==> config.mk <==
export PLATFORM = sky130hd
export DESIGN_NAME = fu_wb_queue
export DESIGN_NICKNAME = d
export VERILOG_FILES = /design/src/rtl/fu_wb_queue.sv
export SDC_FILE = /design/constraint.sdc
export NUM_CORES = 1
export LEC_CHECK = 0
export ABC_AREA = 1
export CAP_MARGIN = 20
export CELL_PAD_IN_SITES_DETAIL_PLACEMENT = 2
export CELL_PAD_IN_SITES_GLOBAL_PLACEMENT = 2
export CORE_MARGIN = 4
export CORE_UTILIZATION = 40
export CTS_CLUSTER_SIZE = 12
export DETAILED_ROUTE_END_ITERATION = 8
export PLACE_DENSITY = 0.82
export SLEW_MARGIN = 20
export SYNTH_ARGS = -nofsm -noshare
export SYNTH_HDL_FRONTEND = slang
export SYNTH_SLANG_ARGS = --single-unit
==> constraint.sdc <==
create_clock -name clk -period 12.65 [get_ports clk]
set_clock_uncertainty 0.05 [all_clocks]
set_input_delay 3.795 -clock clk [delete_from_list [all_inputs] [get_ports clk]]
set_output_delay 3.795 -clock clk [all_outputs]
set_load 0.02 [all_outputs]
==> src/rtl/fu_wb_queue.sv <==
// FU result write-back queue: buffers FU result bundles and serializes their writes onto one RF port.
// Define FU_WB_BYPASS_EN to let a bundle arriving at an empty queue drive the RF port in the same cycle.
module fu_wb_queue #(
  parameter int unsigned INST_ID_BITS = 6,
  parameter int unsigned PRN_BITS     = 6,
  parameter int unsigned MAX_OPERANDS = 3,
  parameter int unsigned DEPTH        = 4
) (
  input  logic                                   clk,
  input  logic                                   rst,
  input  logic [MAX_OPERANDS-1:0][PRN_BITS-1:0]  fu_out_prn,
  input  logic [MAX_OPERANDS-1:0][63:0]          fu_out_data,
  input  logic [MAX_OPERANDS-1:0]                fu_out_data_valid,
  input  logic [INST_ID_BITS-1:0]                fu_out_inst_id,
  input  logic                                   fu_out_valid,
  output logic                                   in_ready,
  output logic                                   rf_wr_en,
  output logic [PRN_BITS-1:0]                    rf_wr_prn,
  output logic [63:0]                            rf_wr_data,
  input  logic                                   rf_wr_grant,
  output logic                                   done_valid,
  output logic [INST_ID_BITS-1:0]                done_inst_id
);

  localparam int unsigned PtrW = $clog2(DEPTH);
  localparam int unsigned CntW = PtrW + 1;
  localparam int unsigned SelW = (MAX_OPERANDS > 1) ? $clog2(MAX_OPERANDS) : 1;

  logic [MAX_OPERANDS-1:0][PRN_BITS-1:0] r_prn  [DEPTH];
  logic [MAX_OPERANDS-1:0][63:0]         r_data [DEPTH];
  logic [MAX_OPERANDS-1:0]               r_pend [DEPTH];
  logic [INST_ID_BITS-1:0]               r_id   [DEPTH];
  logic [PtrW-1:0]                       r_head;
  logic [PtrW-1:0]                       r_tail;
  logic [CntW-1:0]                       r_count;

  logic                                  w_byp;
  logic                                  w_src_vld;
  logic [MAX_OPERANDS-1:0][PRN_BITS-1:0] w_src_prn;
  logic [MAX_OPERANDS-1:0][63:0]         w_src_data;
  logic [MAX_OPERANDS-1:0]               w_src_pend;
  logic [INST_ID_BITS-1:0]               w_src_id;
  logic [SelW-1:0]                       w_sel;
  logic [MAX_OPERANDS-1:0]               w_pend_nxt;
  logic                                  w_grant;
  logic                                  w_push;
  logic                                  w_pop;

`ifdef FU_WB_BYPASS_EN
  assign w_byp = !rst && fu_out_valid && (r_count == '0);
`else
  assign w_byp = 1'b0;
`endif

  // Serializer source: the incoming bundle when bypassing, otherwise the head entry.
  always_comb begin
    w_src_vld  = !rst && (r_count != '0);
    w_src_prn  = r_prn[r_head];
    w_src_data = r_data[r_head];
    w_src_pend = r_pend[r_head];
    w_src_id   = r_id[r_head];
    if (w_byp) begin
      w_src_vld  = 1'b1;
      w_src_prn  = fu_out_prn;
      w_src_data = fu_out_data;
      w_src_pend = fu_out_data_valid;
      w_src_id   = fu_out_inst_id;
    end
  end

  always_comb begin
    w_sel = '0;
    for (int i = MAX_OPERANDS - 1; i >= 0; i--) begin
      if (w_src_pend[i]) w_sel = SelW'(i);
    end
  end

  assign rf_wr_en = w_src_vld && (|w_src_pend);
  assign w_grant  = rf_wr_en && rf_wr_grant;

  always_comb begin
    w_pend_nxt = w_src_pend;
    if (w_grant) w_pend_nxt[w_sel] = 1'b0;
  end

  assign rf_wr_prn    = rf_wr_en ? w_src_prn[w_sel] : '0;
  assign rf_wr_data   = rf_wr_en ? w_src_data[w_sel] : '0;
  assign done_valid   = w_src_vld && (w_pend_nxt == '0);
  assign done_inst_id = done_valid ? w_src_id : '0;

  assign in_ready = !rst && (r_count < CntW'(DEPTH));
  // A bypassed bundle finished in its arrival cycle never occupies an entry.
  assign w_push   = fu_out_valid && in_ready && !(w_byp && done_valid);
  assign w_pop    = done_valid && !w_byp;

  always_ff @(posedge clk) begin
    if (rst) begin
      r_head  <= '0;
      r_tail  <= '0;
      r_count <= '0;
      for (int i = 0; i < int'(DEPTH); i++) r_pend[i] <= '0;
    end else begin
      if (w_grant && !w_byp) r_pend[r_head] <= w_pend_nxt;
      if (w_push) begin
        r_prn[r_tail]  <= fu_out_prn;
        r_data[r_tail] <= fu_out_data;
        r_id[r_tail]   <= fu_out_inst_id;
        r_pend[r_tail] <= w_byp ? w_pend_nxt : fu_out_data_valid;
        r_tail         <= r_tail + PtrW'(1);
      end
      if (w_pop) r_head <= r_head + PtrW'(1);
      r_count <= r_count + CntW'(w_push) - CntW'(w_pop);
    end
  end

endmodule

[Word-level counts from Yosys, hierarchy flattened]
Memory sizes are Yosys's and may differ from the RTL's. A register that Yosys moved wholly into a read port is not among the register bits.
Cells that the tools add are included.
Cells by class
  order comparisons: 3
  reductions and logical operators: 13
  $add $sub $neg: 4
  muxes and demuxes: 35
  bitwise operators: 2
Operators by type and width (count)
  64-bit binary-select mux with 2-bit select: 1
  64-bit 2-to-1 mux: 2
  2-bit 2-to-1 mux: 13
  6-bit 2-to-1 mux: 3
  6-bit binary-select mux with 2-bit select: 1
  1-bit 2-to-1 mux: 11
  3-bit 2-to-1 mux: 3
  3-bit OR reduction: 3
  1-bit logical AND: 7
  2-bit by 1-bit adder with 2-bit output (second input constant): 2
  3-bit by 1-bit adder with 3-bit output: 1
  3-bit AND: 1
  3-bit zero test: 1
  2-bit by 3-bit less-than comparator with 1-bit output (second input constant): 1
  3-bit less-than comparator (second input constant): 1
  3-bit inverter: 1
  3-bit nonzero test: 1
  3-bit by 1-bit subtractor with 3-bit output: 1
  1-bit demux with 2-bit select: 1
  2-bit by 1-bit >= comparator with 1-bit output (second input constant): 1
  1-bit zero test: 1
Word-level totals
  output and inout bits: 79
  word-level logic and storage cells: 64
  memory bits (writable): 876
  bits in registers: 7
  input bits: 223
  memories kept: 4
Memory list
  r_data: depth 4, bits a word 192, read ports 1, clocked after Yosys merged registers in 1, write ports 1, RTL line 30  | logic [MAX_OPERANDS-1:0][63:0] r_data [DEPTH];
  r_prn: depth 4, bits a word 18, read ports 1, clocked after Yosys merged registers in 1, write ports 1, RTL line 29  | logic [MAX_OPERANDS-1:0][PRN_BITS-1:0] r_prn [DEPTH];
  r_id: depth 4, bits a word 6, read ports 1, clocked after Yosys merged registers in 1, write ports 1, RTL line 32  | logic [INST_ID_BITS-1:0] r_id [DEPTH];
  r_pend: depth 4, bits a word 3, read ports 1, clocked after Yosys merged registers in 1, write ports 4, RTL line 31  | logic [MAX_OPERANDS-1:0] r_pend [DEPTH];

[Depth between registers and ports, before layout]
Gate-level depths: netlist (run 1).
  depth after elaboration: 14
  gate-level depth with buffers: 19

[Worst setup path after synthesis (run 1)]
OpenSTA, ideal clock, no wires.
  path type: input-to-reg
  from: in rst
  to: mem r_pend[3][1] (data pin)
  slack: 2.954 ns
  stages on the path: 6
  library setup time: 0.466 ns
  arrival: 9.180 ns
  data required time: 12.134 ns
  path through: nor2_1 -> nand2_1 -> inv_1 -> nand2_1 -> inv_1 -> o21ai_0
RTL lines
  start, declared: RTL line 10  | input logic rst,
  end, declared: RTL line 31

[Worst setup path after layout (run 1)]
  from: in rst
  to: out rf_wr_data[34]
Between the ends
  longest elaborated chain between the ends: 4
RTL lines
  1-bit zero test: RTL line 57  | w_src_vld = !rst && (r_count != '0);
  1-bit logical AND: RTL line 57
  1-bit logical AND: RTL line 78  | assign rf_wr_en = w_src_vld && (|w_src_pend);
  64-bit 2-to-1 mux: RTL line 87  | assign rf_wr_data = rf_wr_en ? w_src_data[w_sel] : '0;
  end, declared: RTL line 19  | output logic [63:0] rf_wr_data,
No other way between the ends.

==> qor.csv, run 1 <==
metric,value,unit
status,finished clean,
critical_path_class,primary input to output port,
synth_simple_gate_area_share,8.97,%
switching_share,33.4,%
r2r_end,r_count[2],
grt_util_all_layers,23.4,%
cts_root_buf,clkbuf_16,
gp_congestion,0.765,
drtIter0Drc,2091,
hpwlAfterDp,63.9,mm
setup_viol,0,
synth-seq-area-share,75.6,%
postCtsSetupBuffers,0,
maxSlewViolCount,0,
end_kind,output port,
min_from,r_count[2],
ioPinCount,302,
cts_sinks,885,
ant_nets,0,
clk_pin_slew,60,ps
io_buffers,301,
die_area,92400,sq um
holdPathStages,1,
cp-start-kind,primary input,
finalHoldViolCount,0,
synth-xor-area-share,0.0250,%
ys_ff_latch,885,
wl_per_cell,27.7,um
avgSynthCellArea,13.6,sq um
yosys.area_share.adder,0.272,%
min_to,r_count[2],
die_y,304,um
critPathRequiredTime,8800,ps
synth_compound_area_share,12.2,%
post_cts_resize_count,0,
grt_pass1_wl,166,mm
p_int,0.00552,W
clock.fmax,96.1,MHz
p_sw,0.00276,W
antenna_found_initial,34,
firstDrtPassIters,5,
vias,22965,
ff2ff_setup_slack,8210,ps
drive_gt1_share,5.71,%
nFillCells,8265,
max-cap-violations,0,
tightest_slew,1110,ps
drc,0,
fp.dieW,304,um
grt_max_degree,215,
core,86800,sq um
clk_path_buf_depth,3,
ys_types,36,
multi_input_area,7520,sq um
finalWirelength,112,mm
start_util,40.4,%
cts_buffers,95,
hp-class,register to register,
pwr_density_cell,199,nW/um^2
maxSlewHeadroom,24.9,%
grt_pass1_vias,26066,
ff2ff_path_depth,16,
finalSetupTns,0,ps
synth_top_family_by_area,compound AO/OA/AOI/OAI gates,
syn_inst,2567,
syn-cell-area,35000,sq um
ys_warn_count,0,
post_drt_via_cell_ratio,5.67,
critPathArrivalTime,6560,ps
h-tree-depth,3,
fin_nets,3030,
ir_worst_vdd,115,uV
min_period,10410,ps
clkPwrFrac,31.2,%
synthMuxAreaShare,0,%
final-seq-area,26500,sq um
clock_latency,620,ps
cts_tree,yes,
grt_overflow,0,
rsz0062_at_grt,false,
row_count,108,
p_comb_share,27.5,%
synth_nets,2797,
seqPwrFrac,41.3,%
syn_to_final_growth,19.0,%
cts_hold_buf,0,
p_leak,14.1,nW
worstPathMaxFanout,66,
finalCritPeriodShare,82.3,%
final_util,48.1,%
metrics by stage:
stage | worst slack (ps) | hold WS, ps | instances | instance area (sq um) | power, W
detailed placement | 2230 | 437 | 3858 | 38800 | 0.00575
global route | 2030 | 473 | 4045 | 41700 | 0.00865
CTS | 2210 | 446 | 4028 | 41600 | 0.00835
global placement | 2520 | 408 | 3858 | 38800 | 0.00559
floorplan | 2950 | 394 | 2567 | 35000 | 0.00486
finish | 2240 | 446 | 4049 | 41700 | 0.00828
worst max-delay path by stage:
stage,slack (ps),depth (start not counted),from,to
4_1_cts,2210,7,rst,rf_wr_data[34]
3_3_place_gp,2520,7,rst,rf_wr_data[24]
5_1_grt,2030,7,rst,rf_wr_data[52]
6_report,2240,7,rst,rf_wr_data[34]
3_5_place_dp,2230,7,rst,rf_wr_data[34]
2_1_floorplan,2950,6,rst,r_pend[3][1]
registers in the layout, summed over array words and instances, names as in the netlist, named ones only:
name,count
r_count,3
r_data,768
r_head,2
r_id,24
r_pend,12
r_prn,72
r_tail,2
critical path, cell delays in order:
cell             delay [ps]
clkdlybuf4s50_1         520
nor2_4                  280
nand2_4                 550
inv_1                   440
o21ai_1                 150
a21oi_1                 170
clkdlybuf4s50_1         640
final cells by class:
class                      instances  share of cell area [%]
tap                             1155                    3.47
clock buffer                     123                    6.06
timing repair buffer             317                    7.68
multi-input combinational       1472                    18.0
inverter                          29                   0.402
antenna                           21                   0.126
sequential                       885                    63.6
clock inverter                    47                   0.681
kinds of logic after synthesis:
| family | count (synthesis) |
|---|---|
| xor gates and xnor gates | 1 |
| buffers and inverters | 210 |
| adders and majority gates | 7 |
| DFF | 885 |
| and+or+nand+nor | 796 |
| AOI/OAI and AO/OA | 668 |
placed cells by master (no fill, tap or decap), types with 2 or more instances in the layout:
cell type | Yosys | layout
clkinvlp_4 | 0 | 2
buf_4 | 9 | 9
bufinv_16 | 0 | 2
nand2_2 | 3 | 2
dfxtp_4 | 0 | 2
clkdlybuf4s50_1 | 0 | 301
dfxtp_1 | 9 | 7
clkinv_8 | 0 | 4
nand3_2 | 4 | 4
o211ai_1 | 2 | 2
a21oi_1 | 161 | 161
inv_1 | 24 | 20
ha_1 | 6 | 6
nand2_1 | 476 | 475
a32o_1 | 140 | 140
buf_6 | 12 | 2
o22ai_1 | 141 | 141
o21ai_0 | 210 | 210
nand2_4 | 4 | 6
clkbuf_1 | 68 | 26
nand4_1 | 3 | 3
inv_8 | 0 | 4
buf_12 | 0 | 5
diode_2 | 0 | 21
nand3_1 | 5 | 5
clkinv_2 | 0 | 15
clkinv_1 | 0 | 26
nor3_1 | 8 | 8
o21ai_1 | 10 | 10
nor2_1 | 287 | 287
edfxtp_1 | 876 | 876
clkbuf_16 | 0 | 97
nand3_4 | 3 | 3
power by group through the flow:
stage          combinational [W]  clock (W)  sequential (W)
2_1_floorplan            0.00141          0         0.00345
3_3_place_gp             0.00213          0         0.00346
3_5_place_dp             0.00227          0         0.00348
4_1_cts                  0.00229    0.00263         0.00342
5_1_grt                  0.00246    0.00276         0.00343
6_report                 0.00228    0.00258         0.00342
routing by layer:
metal | wire length, um | vias up | GRT usage [%]
met5 | 158 | - | 0
met2 | 59300 | 576 | 42.3
li1 | - | 10128 | -
met1 | 44700 | 12033 | 27.9
met3 | 4900 | 206 | 4.22
met4 | 3160 | 22 | 8.85
cells in the mapped netlist:
master    instances  area [sq um]
nor3_1            8          40.0
buf_2            89           445
nand2_1         476          1790
a31oi_1           1          6.26
nand3_4           3          52.6
nor2_1          287          1080
edfxtp_1        876         26300
buf_1             1          3.75
dfxtp_1           9           180
buf_4             9          67.6
nor2_4            1          11.3
nand2_2           3          18.8
nand3_2           4          40.0
o31ai_4           1          21.3
a21oi_4           1          16.3
inv_4             3          18.8
inv_2             2          7.51
xor2_1            1          8.76
nor2_8            1          20.0
nand2_4           4          45.0
a32o_1          140          1400
o21ai_1          10          50.1
nand3b_1          1          7.51
ha_1              6          75.1
o211ai_1          2          15.0
clkbuf_2          2          10.0
inv_1            24          90.1
fa_1              1          20.0
nand4_1           3          18.8
buf_6            12           135
o22ai_1         141           882
nand3_1           5          25.0
clkbuf_1         68           255
o311ai_0          1          8.76
o21ai_0         210          1050
a21oi_1         161           806
Power figures use the tool's default switching activity.
==> inputs of run 2 (changes only) <==
==> constraint.sdc (replaced) <==
create_clock -name clk -period 9.95 [get_ports clk]
set_clock_uncertainty 0.05 [all_clocks]
set_input_delay 2.985 -clock clk [delete_from_list [all_inputs] [get_ports clk]]
set_output_delay 2.985 -clock clk [all_outputs]
set_load 0.02 [all_outputs]
==> run 2 against run 1 <==
Effect of this change:
- combinational power increased by 29%
- wire length barely moved
- flip-flop and latch count unchanged
- critical path depth increased by 5
- global-route usage rose by 0.084 points
==> qor.csv, run 2 (synthesized netlist as in run 1, its figures left out) <==
metric,value,unit
ff2ff_setup_slack,5490,ps
fp.dieW,304,um
finalCritPeriodShare,89.8,%
drive_gt1_share,6.00,%
min_period,8940,ps
final_util,48.2,%
grt_pass1_wl,166,mm
finalWirelength,112,mm
cts_root_buf,clkbuf_16,
final_common_cell,edfxtp_1,
wl_per_cell,27.5,um
rsz0062_at_grt,false,
io_buffers,301,
dp.cells,3864,
cts_sinks,885,
postCtsSetupBuffers,0,
syn_to_final_growth,19.4,%
cts_tree,yes,
antenna_found_initial,43,
path_cells,clkinv_8 > nand2_1 > nand3_2 > nand2_4 > inv_2 > nand2_4 > clkinv_2 > buf_12 > nor2_1 > o22ai_1 > nor2_1 > clkdlybuf4s50_1,
grt.met3_usage,4.52,%
cts_buffers,95,
die_area,92400,sq um
mostFrequentLayoutCells,"876 x edfxtp_1, 475 x nand2_1, 301 x clkdlybuf4s50_1, 287 x nor2_1, 210 x o21ai_0",
max-cap-violations,0,
use_met1,28.2,%
vias,22900,
maxSlewViolCount,0,
post_drt_via_cell_ratio,5.62,
pwr_density_cell,253,nW/um^2
use_met2,41.5,%
cp-start-kind,register,
core,86800,sq um
clk_pin_slew,60,ps
post_cts_resize_count,0,
drtIter0Drc,1607,
h-tree-depth,3,
p_leak,14.1,nW
ir_worst_vdd,166,uV
cts_hold_buf,0,
die_y,304,um
firstDrtPassIters,5,
hpwlAfterDp,64.6,mm
hp-class,register to register,
critPathRequiredTime,6920,ps
reg_top3,"r_data: 768 flops, r_prn: 72 flops, r_id: 24 flops",
clock_latency,650,ps
setup_viol,0,
slowest_stage,clkinv_2,
slowest_delay,920,ps
largest_reg_flops,768,
ant_nets,0,
start_util,40.4,%
clk_path_buf_depth,3,
critical_path_class,register to output port,
tightest_slew,1060,ps
grt_util_all_layers,23.5,%
dpl_cell_area,38900,sq um
finalSetupTns,0,ps
ioPinCount,302,
end_kind,output port,
top_register,r_data,
status,finished clean,
multi_input_area,7520,sq um
maxSlewHeadroom,29.1,%
grt_max_degree,175,
stdcell_count,4073,
clock.fmax,112,MHz
gp_congestion,0.770,
final-seq-area,26500,sq um
grt-busiest-layer,met2,
finalHoldViolCount,0,
worstPathMaxFanout,174,
grt_pass1_vias,25971,
nFillCells,8278,
fin_area,41800,sq um
drc,0,
grt_overflow,0,
critPathArrivalTime,5900,ps
whs,494,ps
row_count,108,
fin_nets,3036,
## run 2: changes by cell type in the layout (fill, tap and decap cells not counted), moves of 2 or more
cell / delta
clkbuf_1: +2
diode_2: +14
clkinv_2: +3
inv_16: +2
buf_4: +5
## run 2: per-layer routing
metal | up-vias | wire length [um] | share of wire [%]
li1 | 10163 | - | -
met4 | 16 | 3150 | 2.8
met2 | 545 | 59200 | 53
met5 | - | 100 | 0.089
met3 | 169 | 5110 | 4.6
met1 | 12007 | 44500 | 40
## run 2: path summary, 6_finish.rpt
check	from	endpoint	cells past startpoint
max	register	rf_wr_data[18]	12
max reg2reg	register	r_count[2]	16
min reg2reg	r_count[2]	r_count[2]	1
min	r_count[2]	r_count[2]	1
## run 2: critical path, delay by kind of cell, from the launching register on
kind            cells  cell delay (ps)
compound gates      1              130
buf+inv             5             2830
flops               1              670
simple gates        6             1400
## run 2: through the flow
step                total power, W  setup WS, ps
floorplan                  0.00618          1060
global placement           0.00712          1430
detailed placement         0.00732          1140
CTS                         0.0107           961
global route                0.0110           670
finish                      0.0106          1010
## run 2: final cells by class
| cell class | count | share of cell area (%) |
|---|---|---|
| Antenna cell | 35 | 0.210 |
| Sequential cell | 885 | 63.4 |
| Timing Repair Buffer | 323 | 7.80 |
| Inverter | 29 | 0.401 |
| Tap cell | 1155 | 3.46 |
| Multi-Input combinational cell | 1472 | 18.0 |
| Clock buffer | 125 | 6.06 |
| Clock inverter | 49 | 0.712 |
## run 2: power breakdown
group          switching, W  leakage (nW)  total (W)  internal, W
Clock               0.00146          1.39    0.00328      0.00182
Sequential        0.0000804          8.04    0.00434      0.00426
Combinational       0.00201          4.69    0.00294     0.000932
